==> src/rtl/multicycle_control_unit.sv <==
// Multi-cycle control unit for the 24-bit processor: sequences FETCH/DECODE/EXEC/MEM/WB and
// drives the datapath selects, with fetch handshake, memory wait/timeout, program load and HALT.
module multicycle_control_unit #(
    parameter int INST_W      = 24,
    parameter int CNT_W       = 32,
    parameter int MEM_TIMEOUT = 15
) (
    input  logic              clk,
    input  logic              rst_n,
    input  logic              prog_mode,
    input  logic [INST_W-1:0] inst,
    input  logic              inst_valid,
    output logic              inst_req,
    input  logic              cmp_flag,
    input  logic              mem_ack,
    output logic              mem_req,
    output logic [1:0]        mux1,
    output logic              mux4,
    output logic [1:0]        mux5,
    output logic [1:0]        mux6,
    output logic [2:0]        regs_bank,
    output logic              data_mem,
    output logic [5:0]        alu,
    output logic              comparator,
    output logic              write_inst,
    output logic              pc_en,
    output logic              ir_load,
    output logic              halted,
    output logic              mem_err,
    output logic [CNT_W-1:0]  retired_cnt,
    output logic [2:0]        state_dbg
);

    // Handshakes: inst is taken in any FETCH cycle with inst_valid high (inst_req acts as ready);
    // mem_req stays high in MEM until the cycle mem_ack is seen or the timeout fires.
    typedef enum logic [2:0] {
        S_IDLE   = 3'd0,
        S_FETCH  = 3'd1,
        S_DECODE = 3'd2,
        S_EXEC   = 3'd3,
        S_MEM    = 3'd4,
        S_WB     = 3'd5,
        S_HALT   = 3'd6,
        S_PROG   = 3'd7
    } state_t;

    localparam int TMO_W = $clog2(MEM_TIMEOUT + 1);

    state_t            state, next_state;
    logic [INST_W-1:0] ir;
    logic [TMO_W-1:0]  tmo_cnt;
    logic [1:0]        cls;
    logic [5:0]        fn;
    logic              tmo_hit;
    logic              retire;
    logic              unused_ir_bits;

    assign cls            = ir[INST_W-1 -: 2];
    assign fn             = ir[INST_W-3 -: 6];
    assign unused_ir_bits = ^ir[INST_W-9:0];
    assign state_dbg      = state;

    // An ack arriving in the final allowed cycle suppresses the timeout.
    assign tmo_hit = (state == S_MEM) && !mem_ack && (tmo_cnt == TMO_W'(MEM_TIMEOUT - 1));

    always_ff @(posedge clk or negedge rst_n) begin
        if (!rst_n) begin
            state       <= S_IDLE;
            ir          <= '0;
            retired_cnt <= '0;
            mem_err     <= 1'b0;
            tmo_cnt     <= '0;
        end else begin
            state <= next_state;
            if (state == S_FETCH && inst_valid)
                ir <= inst;
            if (retire)
                retired_cnt <= retired_cnt + CNT_W'(1);
            if (state != S_MEM)
                tmo_cnt <= '0;
            else if (!mem_ack)
                tmo_cnt <= tmo_cnt + TMO_W'(1);
            if (tmo_hit)
                mem_err <= 1'b1;
        end
    end

    always_comb begin
        next_state = state;
        case (state)
            S_IDLE:   next_state = prog_mode ? S_PROG : S_FETCH;
            S_PROG:   next_state = prog_mode ? S_PROG : S_FETCH;
            S_FETCH:  next_state = inst_valid ? S_DECODE : S_FETCH;
            S_DECODE: next_state = S_EXEC;
            S_EXEC: begin
                case (cls)
                    2'b00, 2'b01: next_state = S_WB;
                    2'b10:        next_state = S_MEM;
                    default:      next_state = (fn == 6'b111111) ? S_HALT : S_FETCH;
                endcase
            end
            S_MEM: begin
                if (mem_ack)
                    next_state = fn[0] ? S_FETCH : S_WB;
                else if (tmo_hit)
                    next_state = S_HALT;
            end
            S_WB:     next_state = S_FETCH;
            S_HALT:   next_state = S_HALT;
            default:  next_state = S_IDLE;
        endcase
    end

    always_comb begin
        inst_req   = 1'b0;
        mem_req    = 1'b0;
        mux1       = 2'b00;
        mux4       = 1'b0;
        mux5       = 2'b00;
        mux6       = 2'b00;
        regs_bank  = 3'b000;
        data_mem   = 1'b0;
        alu        = 6'b000000;
        comparator = 1'b0;
        write_inst = 1'b0;
        pc_en      = 1'b0;
        ir_load    = 1'b0;
        halted     = 1'b0;
        retire     = 1'b0;
        case (state)
            S_PROG: write_inst = 1'b1;
            S_FETCH: begin
                inst_req = 1'b1;
                ir_load  = inst_valid;
            end
            S_DECODE: regs_bank = 3'b110;
            S_EXEC: begin
                case (cls)
                    2'b00: alu = fn;
                    2'b01: mux4 = 1'b1;
                    2'b10: begin
                        alu  = 6'b000001;
                        mux4 = 1'b1;
                    end
                    default: begin
                        if (fn == 6'b111111) begin
                            // HALT opcode: nothing retires and the PC holds.
                        end else if (fn[5]) begin
                            mux1   = 2'b10;
                            pc_en  = 1'b1;
                            retire = 1'b1;
                        end else begin
                            comparator = 1'b1;
                            alu        = 6'b000010;
                            mux1       = cmp_flag ? 2'b01 : 2'b00;
                            pc_en      = 1'b1;
                            retire     = 1'b1;
                        end
                    end
                endcase
            end
            S_MEM: begin
                mem_req  = 1'b1;
                mux4     = 1'b1;
                data_mem = fn[0];
                pc_en    = mem_ack && fn[0];
                retire   = mem_ack && fn[0];
            end
            S_WB: begin
                regs_bank = 3'b001;
                pc_en     = 1'b1;
                retire    = 1'b1;
                case (cls)
                    2'b01:   mux6 = 2'b01;
                    2'b10:   mux6 = 2'b10;
                    default: mux6 = 2'b00;
                endcase
            end
            S_HALT: halted = 1'b1;
            default: ;
        endcase
    end

endmodule

==> config.mk <==
export PLATFORM = sky130hd
export DESIGN_NAME = multicycle_control_unit
export DESIGN_NICKNAME = d
export VERILOG_FILES = /design/src/rtl/multicycle_control_unit.sv
export SDC_FILE = /design/constraint.sdc
export NUM_CORES = 1
export LEC_CHECK = 0
export CORE_MARGIN = 2
export CORE_UTILIZATION = 45
export CTS_CLUSTER_DIAMETER = 80
export CTS_CLUSTER_SIZE = 12
export DETAILED_ROUTE_END_ITERATION = 6
export DONT_BUFFER_PORTS = 1
export MAX_ROUTING_LAYER = met4
export PLACE_DENSITY = 0.71
export SLEW_MARGIN = 20
export SYNTH_ARGS = -nofsm -noshare
export SYNTH_HDL_FRONTEND = slang
export SYNTH_SLANG_ARGS = --single-unit
==> constraint.sdc <==
create_clock -name clk -period 2.47 [get_ports clk]
set_input_delay 0.494 -clock clk [delete_from_list [all_inputs] [get_ports clk]]
set_output_delay 0.494 -clock clk [all_outputs]
set_load 0.01 [all_outputs]
==> flow_metrics.py, run 1 <==
metrics = {
    "final_layout": {
        "seq_area_mm2": 0.001201,
        "drive_above_1_share": 0.1111,
        "num-fill-cells": 551,
        "area_growth_pct": 7.054,
        "multi_input_area_mm2": 0.001419,
        "diodes": 0,
        "fin_nets": 306,
    },
    "sta": {
        "rsz0062_at_grt": "no",
        "final_hold_viol_count": 0,
        "max-slew-margin-rel": 0.5639,
        "setup_violations": 0,
        "worst_pin_slew_ns": 0.6527,
        "post-route-min-period_ns": 2.194,
        "hold_slack_ns": 0.03700,
        "setup_tns_ns": 0,
        "slew_viol_final": 0,
        "post-route-period-util": 0.8882,
        "worst_clock_skew_ns": 0.01022,
        "fmax_mhz": 455.8,
        "layout_setup_ws_ns": 0.2761,
    },
    "placed_design": {
        "dp_hpwl_um": 4279,
        "finalWeightedCongestion": 0.8462,
        "place_ws_ns": 0.4479,
        "port_buffers": 0,
    },
    "grt": {
        "grt_max_degree": 49,
        "gr-usage-all-layers": 0.1960,
        "grt-ovfl-total": 0,
        "grt_first_pass_wirelength_um": 9770,
        "antenna_found_initial": 0,
        "grt_pass1_vias": 1916,
    },
    "synth": {
        "synthCells": 267,
        "syn_area_mm2": 0.002731,
        "avgSynthCellArea_um2": 10.23,
        "yosysUniqueCellTypes": 41,
        "yosysSeqAreaShare": 0.4398,
        "synth_edf_count": 0,
        "yosys_warnings": 0,
        "ys_async_sr_fraction": 1.000,
        "ys.flop_type": "dfrtp_1",
        "synth-seq-cells": 48,
    },
    "clocking": {
        "clock_latency_ns": 0.30,
        "cts.sinks": 48,
        "cts_root_buffer": "clkbuf_8",
        "cts_buffer_depth": 2,
        "post_cts_buffers": 0,
        "cts_buffers": 5,
        "clkTransAtPathRegs_ns": 0.09,
        "cts_tree": "built",
        "cts_resized": 0,
        "htreeDepth": 2,
    },
    "power": {
        "swShare": 0.4136,
        "power_leakage_nw": 1.146,
        "internal_power_mw": 1.522,
        "power-per-cell-area_mw_per_mm2": 887.9,
        "power_switching_mw": 1.074,
        "p_seq_frac": 0.455,
        "p_clk_frac": 0.176,
        "ir_drop_mv": 0.3223,
        "power_frac_comb": 0.368,
        "power_mw": 2.596,
    },
    "floorplanning": {
        "die_w_um": 81.91,
        "chipHeight_um": 81.91,
        "start_util": 0.4641,
        "core_region_area_mm2": 0.005886,
        "dieArea_mm2": 0.006709,
        "pin_count": 90,
        "rows": 28,
    },
    "detailed_routing": {
        "drt_iter0_markers": 194,
        "via_per_inst": 5.855,
        "wl_um": 5979,
        "drt-pass1-iter-count": 4,
        "route.detailed.drc": 0,
        "drtAntennaViolNets": 0,
        "vias": 2020,
        "wire_per_inst_um": 17.33,
    },
    "run": {
        "drv_cap": 0,
    },
    "critical_path": {
        "worst-setup-path-type": "register to primary output",
        "start_kind": "register",
        "worstPathMaxFanout": 7,
        "required_ns": 1.98,
        "end_kind": "primary output",
        "cp.arrival_ns": 1.70,
    },
    "hold_path": {
        "hold_path_class": "input port to async pin",
    },
    "outcome": {
        "status": "finished clean",
    },
}
kinds of logic after synthesis:
group,synth area share
mux,0.03206
buf+inv,0.04214
other cells,0.001373
fa+ha+maj,0.03206
xor+xnor,0.1090
compound gates,0.1448
simple gates,0.1988
flops,0.4398
cell type report:
class                   instances  share of cell area
well taps                      75             0.03209
flip-flops and latches         48              0.4108
inverters                       8             0.01027
repair buffers                 10             0.03252
clock inverters                 1            0.002995
multi-input cells             196              0.4852
clock buffers                   7             0.02610
state kept, by name, indices dropped and copies added (netlist names):
name	flops
tmo_cnt	4
retired_cnt	32
state_dbg	3
mem_err	1
ir	8
worst paths after layout:
| check | from | endpoint | slack [ns] | cells after the start |
|---|---|---|---|---|
| setup / recovery | state_dbg[2] | mux1[0] | 0.28 | 4 |
| hold / removal | rst_n | retired_cnt[6] | 0.04 | 1 |
| setup reg to reg | retired_cnt[3] | retired_cnt[25] | 0.43 | 4 |
| hold reg to reg | mem_err | mem_err | 0.55 | 1 |
| max in group asynchronous | rst_n | ir[19] | 2.22 | 1 |
| min in group clk | inst[21] | ir[21] | 0.32 | 2 |
placed cells by master (no fill, tap or decap), types with 6 or more instances in the layout:
cell type / count
dfrtp_1: 48
inv_1: 8
a211oi_1: 9
nand3_1: 17
xor2_1: 30
and4_1: 8
nor2_1: 11
ha_1: 7
o21ai_0: 9
and3_1: 13
a21oi_1: 9
nand4_1: 6
buf_4: 9
a2111oi_2: 6
nand2_1: 24
metal layers:
layer | track usage | wire [µm] | up-vias
met2 | 0.3041 | 2994 | 48
met1 | 0.2542 | 2555 | 1008
met4 | 0.04500 | 21 | 0
li1 | - | - | 961
met5 | - | 0 | -
met3 | 0.05824 | 407 | 3
synthesized netlist by cell type (2+ instances only):
cell type  number  area share
xnor2_1         4       0.013
o21ai_0         9       0.016
mux2i_1         2      0.0073
ha_1            7       0.032
nor3b_1         3      0.0082
and3_1         13       0.030
nand3_1        17       0.031
a21oi_1         9       0.016
mux2_2          5       0.021
and3b_1         3      0.0096
xor2_1         30       0.096
a2111oi_2       6       0.033
and2_1          5       0.011
a21boi_0        3      0.0082
a211oi_1        9       0.025
dfrtp_1        48        0.44
buf_4           4       0.011
a2111oi_0       3      0.0096
clkbuf_1        4      0.0055
nor2b_1         2      0.0046
and4_1          8       0.026
inv_1           8       0.011
nand4_1         6       0.014
buf_2           8       0.015
nor2_1         11       0.015
nand2_1        24       0.033
a22oi_1         2      0.0055
per-stage QoR:
step / cells / cell area, µm² / util
2_1_floorplan: 268 / 2735 / -
3_3_place_gp: 336 / 2811 / 0.4777
3_5_place_dp: 336 / 2811 / 0.4777
4_1_cts: 345 / 2924 / 0.4968
5_1_grt: 345 / 2924 / 0.4968
6_report: 345 / 2924 / 0.4968
timing repair:
item,in CTS,in global routing
hold buffers,1,0
endpoints found under the setup margin,0,0
hold endpoints to repair,48,0
critical path, stage by stage (launching register included):
cell     delay, ns
dfrtp_1       0.39
and3b_1       0.38
buf_4         0.20
and3_1        0.24
and2_1        0.20
power by group through the flow:
| stage | registers (mW) | logic (mW) | clock network (mW) |
|---|---|---|---|
| after detailed placement | 1.20 | 0.939 | 0 |
| after global routing | 1.22 | 1.07 | 0.502 |
| after global placement | 1.20 | 0.921 | 0 |
| after CTS | 1.19 | 0.965 | 0.471 |
| after floorplan | 1.16 | 0.730 | 0 |
| final | 1.18 | 0.957 | 0.458 |
Power figures use the tool's default switching activity.
==> inputs of run 2 (changes only) <==
- CELL_PAD_IN_SITES_DETAIL_PLACEMENT: not set -> 0
- CELL_PAD_IN_SITES_GLOBAL_PLACEMENT: not set -> 2
- CORE_UTILIZATION: 45 -> 38
- PLACE_DENSITY: 0.71 -> not set
- PLACE_DENSITY_LB_ADDON: not set -> 0.1
==> run 2 against run 1 <==
Compared with the run above: core utilization decreased by 6.0 points; non-clock buffer count increased by 6; sequential cell count is the same; sequential power hardly changed; first-iteration DRC count is 48% lower; largest power group unchanged; count of clock-buffer cells in the layout down 1; cell count grew 7.8%; maximum frequency shrank 3.6%; register-to-register slack got worse by 0.10 ns; setup slack worse by 0.081 ns; hold slack got worse by 0.0048 ns; cell area rose by 2.7%.
==> flow_metrics.py, run 2 (synthesis gave the netlist of run 1 again) <==
metrics = {
    "sta": {
        "worst_clock_skew_ns": 0.008104,
        "final_hold_viol_count": 0,
        "slew_viol_final": 0,
        "setup_tns_ns": 0,
        "rsz0062_at_grt": "no",
        "fmax_mhz": 439.5,
        "setup_violations": 0,
        "post-route-min-period_ns": 2.275,
        "max-slew-margin-rel": 0.5933,
        "post-route-period-util": 0.9211,
        "worst_pin_slew_ns": 0.6101,
    },
    "grt": {
        "grt_first_pass_wirelength_um": 10540,
        "antenna_found_initial": 0,
        "grt-ovfl-total": 0,
        "grt_max_degree": 49,
        "gr-usage-all-layers": 0.1769,
        "grt_pass1_vias": 2022,
    },
    "outcome": {
        "status": "finished clean",
    },
    "final_layout": {
        "reg.largest.list": "retired_cnt (32), ir (8), tmo_cnt (4)",
        "final_util": 0.4372,
        "drive_above_1_share": 0.1377,
        "largest-register": "retired_cnt",
        "fin_area_mm2": 0.003003,
        "largest_reg_flops": 32,
        "fin_nets": 312,
        "area_growth_pct": 9.940,
        "num-fill-cells": 705,
        "diodes": 0,
        "layout_common_cells": "dfrtp_1, xor2_1, nand2_1, nand3_1, buf_4",
        "final_common_cell": "dfrtp_1",
    },
    "placed_design": {
        "port_buffers": 0,
        "postPlaceCellArea_mm2": 0.002883,
        "dp_hpwl_um": 4609,
        "finalWeightedCongestion": 0.7797,
    },
    "detailed_routing": {
        "via_per_inst": 5.427,
        "route.detailed.drc": 0,
        "drtAntennaViolNets": 0,
        "wire_per_inst_um": 17.20,
        "vias": 2019,
        "wl_um": 6397,
        "drt-pass1-iter-count": 4,
        "drt_iter0_markers": 100,
    },
    "critical_path": {
        "crit_chain": "and3b_1 > buf_4 > and3_1 > and2_1",
        "start_kind": "register",
        "crit_start": "state_dbg[2]",
        "cp.arrival_ns": 1.78,
        "required_ns": 1.98,
        "worstPathMaxFanout": 7,
        "cpMaxStageDelayCell": "dfrtp_1",
        "worst-setup-path-type": "register to primary output",
        "r2r-start": "state_dbg[2]",
        "end_kind": "primary output",
        "crit_path_max_incr_delay_ns": 0.43,
    },
    "clocking": {
        "cts_resized": 0,
        "cts_root_buffer": "clkbuf_8",
        "cts.sinks": 48,
        "cts_buffers": 5,
        "cts_tree": "built",
        "clkTransAtPathRegs_ns": 0.09,
        "post_cts_buffers": 0,
        "cts_buffer_depth": 2,
        "htreeDepth": 2,
        "clock_latency_ns": 0.29,
    },
    "power": {
        "power-per-cell-area_mw_per_mm2": 876.9,
        "ir_drop_mv": 0.5376,
        "power_leakage_nw": 1.185,
    },
    "floorplanning": {
        "rows": 30,
        "chipHeight_um": 88.78,
        "pin_count": 90,
        "start_util": 0.3976,
        "die_w_um": 88.78,
        "core_region_area_mm2": 0.006869,
        "dieArea_mm2": 0.007882,
    },
    "run": {
        "drv_cap": 0,
    },
    "hold_path": {
        "hold_path_class": "input port to async pin",
    },
}
## run 2: changes by cell type in the layout (fill, tap and decap cells not counted)
cell      change
clkbuf_1      -2
clkinv_2      +2
buf_4         +6
clkinv_4      -1
clkbuf_8      +1
## run 2: routing by layer
metal	wire (µm)	global-route usage	part of all wire	up-vias
met5	0	-	0	-
met4	36	0.03719	0.0056	0
met3	321	0.04104	0.050	2
met2	2790	0.2490	0.44	50
met1	3248	0.2586	0.51	1001
li1	-	-	-	966
## run 2: worst paths after layout
check / endpoint / slack, ns / depth (start not counted)
worst max register to register: retired_cnt[20] / 0.33 / 6
worst min-delay path: ir[18] / 0.03 / 1
worst min register to register: retired_cnt[31] / 0.54 / 1
worst max-delay path: mux1[0] / 0.19 / 4
max in group asynchronous: state_dbg[0] / 2.20 / 1
min in group clk: ir[23] / 0.32 / 2
## run 2: through the flow
step / hold WS, ns / worst slack [ns] / cells / power [mW]
after floorplan: 0.1984 / 0.5804 / 268 / 1.894
final: 0.03218 / 0.1948 / 372 / 2.633
after detailed placement: 0.1999 / 0.3809 / 363 / 2.169
after CTS: 0.04028 / 0.1661 / 372 / 2.686
after global routing: 0.03488 / 0.005321 / 372 / 2.871
after global placement: 0.1996 / 0.3828 / 363 / 2.163
## run 2: layout make-up
class | instances | area, µm² | area share
Tap cell | 96 | 120.1 | 0.04000
Clock inverter | 2 | 10.01 | 0.003333
Inverter | 8 | 30.03 | 0.01000
Sequential cell | 48 | 1201 | 0.4000
Timing Repair Buffer | 16 | 140.1 | 0.04667
Clock buffer | 6 | 82.58 | 0.02750
Multi-Input combinational cell | 196 | 1419 | 0.4725
## run 2: power by group
group	total (mW)	leakage [nW]	switching [mW]	internal, mW
Clock	0.476	0.0510	0.253	0.224
Combinational	0.978	0.621	0.594	0.384
Sequential	1.18	0.514	0.233	0.946
Total	2.63	1.19	1.08	1.55
## run 2: timing repair
item	in CTS	in global routing
endpoints found under the hold margin	48	0
endpoints found under the setup margin	0	0
hold buffers	1	0
## run 2: critical path, delay by kind of cell (launching register included)
kind / cells / cell delay, ns
buffers and inverters: 1 / 0.20
and+or+nand+nor: 3 / 0.87
DFF: 1 / 0.43
==> inputs of run 3 (changes only) <==
- PLACE_DENSITY: not set -> 0.82
- PLACE_DENSITY_LB_ADDON: 0.1 -> not set
==> run 3 against run 2 <==
Compared with the run above: setup slack better by 0.034 ns; critical endpoint is now mux1[1]; critical path depth rose by 1; sequential cell count did not move; first-iteration DRC count is 54% higher; count of clock-buffer cells in the layout is 1 lower; via count is 0.69% lower.
==> flow_metrics.py, run 3 (synthesis gave the netlist of run 1 again) <==
metrics = {
    "outcome": {
        "status": "finished clean",
    },
    "critical_path": {
        "end_kind": "primary output",
        "start_kind": "register",
        "worst-setup-path-type": "register to primary output",
        "r2r-start": "retired_cnt[3]",
        "worstPathMaxFanout": 12,
        "crit_family": "simple AND/OR/NAND/NOR gates",
        "crit_top_cell": "buf_4",
        "crit_start": "state_dbg[2]",
        "crit_path_max_incr_delay_ns": 0.45,
        "crit_chain": "and3b_2 > o211ai_1 > buf_4 > nor2_1 > buf_4",
        "cp.arrival_ns": 1.75,
        "critPathBufInv": 2,
        "required_ns": 1.98,
        "cpMaxStageDelayCell": "dfrtp_1",
    },
    "detailed_routing": {
        "wl_um": 6380,
        "drt-pass1-iter-count": 4,
        "drtAntennaViolNets": 0,
        "via_per_inst": 5.448,
        "route.detailed.drc": 0,
        "wire_per_inst_um": 17.34,
        "drt_iter0_markers": 154,
        "vias": 2005,
    },
    "floorplanning": {
        "die_w_um": 88.78,
        "start_util": 0.3976,
        "rows": 30,
        "core_region_area_mm2": 0.006869,
        "chipHeight_um": 88.78,
        "dieArea_mm2": 0.007882,
        "pin_count": 90,
    },
    "grt": {
        "antenna_found_initial": 0,
        "gr-usage-all-layers": 0.1786,
        "met2_usage": 0.2469,
        "grt-ovfl-total": 0,
        "grt.met3_usage": 0.04664,
        "grt_first_pass_wirelength_um": 10460,
        "grt_pass1_vias": 2001,
        "grt_max_degree": 49,
        "met1_usage": 0.2570,
        "grt.busiest_layer": "met1",
    },
    "power": {
        "swShare": 0.4015,
        "power_leakage_nw": 1.167,
        "power-per-cell-area_mw_per_mm2": 905.6,
        "internal_power_mw": 1.622,
        "p_clk_frac": 0.208,
        "power_frac_comb": 0.351,
        "power_switching_mw": 1.088,
        "p_seq_frac": 0.441,
        "ir_drop_mv": 0.3369,
    },
    "clocking": {
        "clock_latency_ns": 0.30,
        "cts_buffer_depth": 2,
        "cts_tree": "built",
        "htreeDepth": 2,
        "post_cts_buffers": 0,
        "clkTransAtPathRegs_ns": 0.09,
        "cts_root_buffer": "clkbuf_8",
        "cts_buffers": 5,
        "cts.sinks": 48,
    },
    "sta": {
        "worst_clock_skew_ns": 0.009233,
        "slew_viol_final": 0,
        "max-slew-margin-rel": 0.5644,
        "hold_slack_ns": 0.02177,
        "setup_tns_ns": 0,
        "rsz0062_at_grt": "no",
        "post-route-min-period_ns": 2.242,
        "post-route-period-util": 0.9075,
        "setup_violations": 0,
        "worst_pin_slew_ns": 0.6521,
        "fmax_mhz": 446.1,
        "final_hold_viol_count": 0,
    },
    "final_layout": {
        "largest-register": "retired_cnt",
        "final_util": 0.4357,
        "drive_above_1_share": 0.1287,
        "diodes": 0,
        "area_growth_pct": 9.574,
        "num-fill-cells": 664,
        "fin_nets": 308,
        "layout_common_cells": "dfrtp_1, xor2_1, nand2_1, nand3_1, and3_1",
        "reg.largest.list": "retired_cnt (32), ir (8), tmo_cnt (4)",
        "largest_reg_flops": 32,
        "final_common_cell": "dfrtp_1",
        "fin_area_mm2": 0.002993,
    },
    "placed_design": {
        "finalWeightedCongestion": 0.7433,
        "postPlaceCellArea_mm2": 0.002853,
        "port_buffers": 0,
        "dp_hpwl_um": 4511,
    },
    "run": {
        "drv_cap": 0,
    },
    "hold_path": {
        "hold_path_class": "input port to async pin",
    },
}
-- run 3: cell types whose count changed in the layout (fill, tap and decap cells not counted) --
cell        change
and3b_1         -1
clkinv_2        -1
and3b_2         +1
buf_4           -4
clkinvlp_4      +1
clkbuf_8        -1
bufinv_16       +1
-- run 3: area by class of cell --
type                       count  area (µm²)  share of cell area
clock buffer                   5       68.82             0.02299
clock inverter                 3       42.54             0.01421
inverter                       8       30.03             0.01003
multi-input combinational    196        1420              0.4745
sequential                    48        1201              0.4013
tap                           96       120.1             0.04013
timing repair buffer          12       110.1             0.03679
-- run 3: final timing paths --
path | endpoint | slack [ns] | depth (start not counted)
worst max-delay path | mux1[1] | 0.23 | 5
worst min-delay path | ir[16] | 0.02 | 1
worst max register to register | retired_cnt[29] | 0.40 | 4
worst min register to register | retired_cnt[31] | 0.54 | 1
max in group asynchronous | tmo_cnt[3] | 2.20 | 1
min in group clk | ir[23] | 0.31 | 2
-- run 3: power by group through the flow --
stage	clock (mW)	sequential [mW]	combinational (mW)
floorplan	0	1.16	0.730
global placement	0	1.21	0.928
detailed placement	0	1.21	0.935
global route	0.616	1.23	1.08
finish	0.565	1.19	0.951
CTS	0.590	1.20	0.960
-- run 3: timing repair --
action	4_1_cts	5_1_grt
hold endpoints to repair	48	0
gates resized for setup	0	1
hold buffers	1	0
endpoints found under the setup margin	0	2
-- run 3: stage by stage --
stage	std cells	power, mW	worst slack (ns)
2_1_floorplan	268	1.894	0.5804
3_3_place_gp	359	2.139	0.3211
3_5_place_dp	359	2.149	0.2885
4_1_cts	368	2.748	0.02943
5_1_grt	368	2.923	0.02963
6_report	368	2.710	0.2285
-- run 3: metal layers --
metal	up-vias	share of wire
met5	-	0
met4	0	0.012
met3	6	0.068
met2	54	0.43
met1	977	0.49
li1	968	-
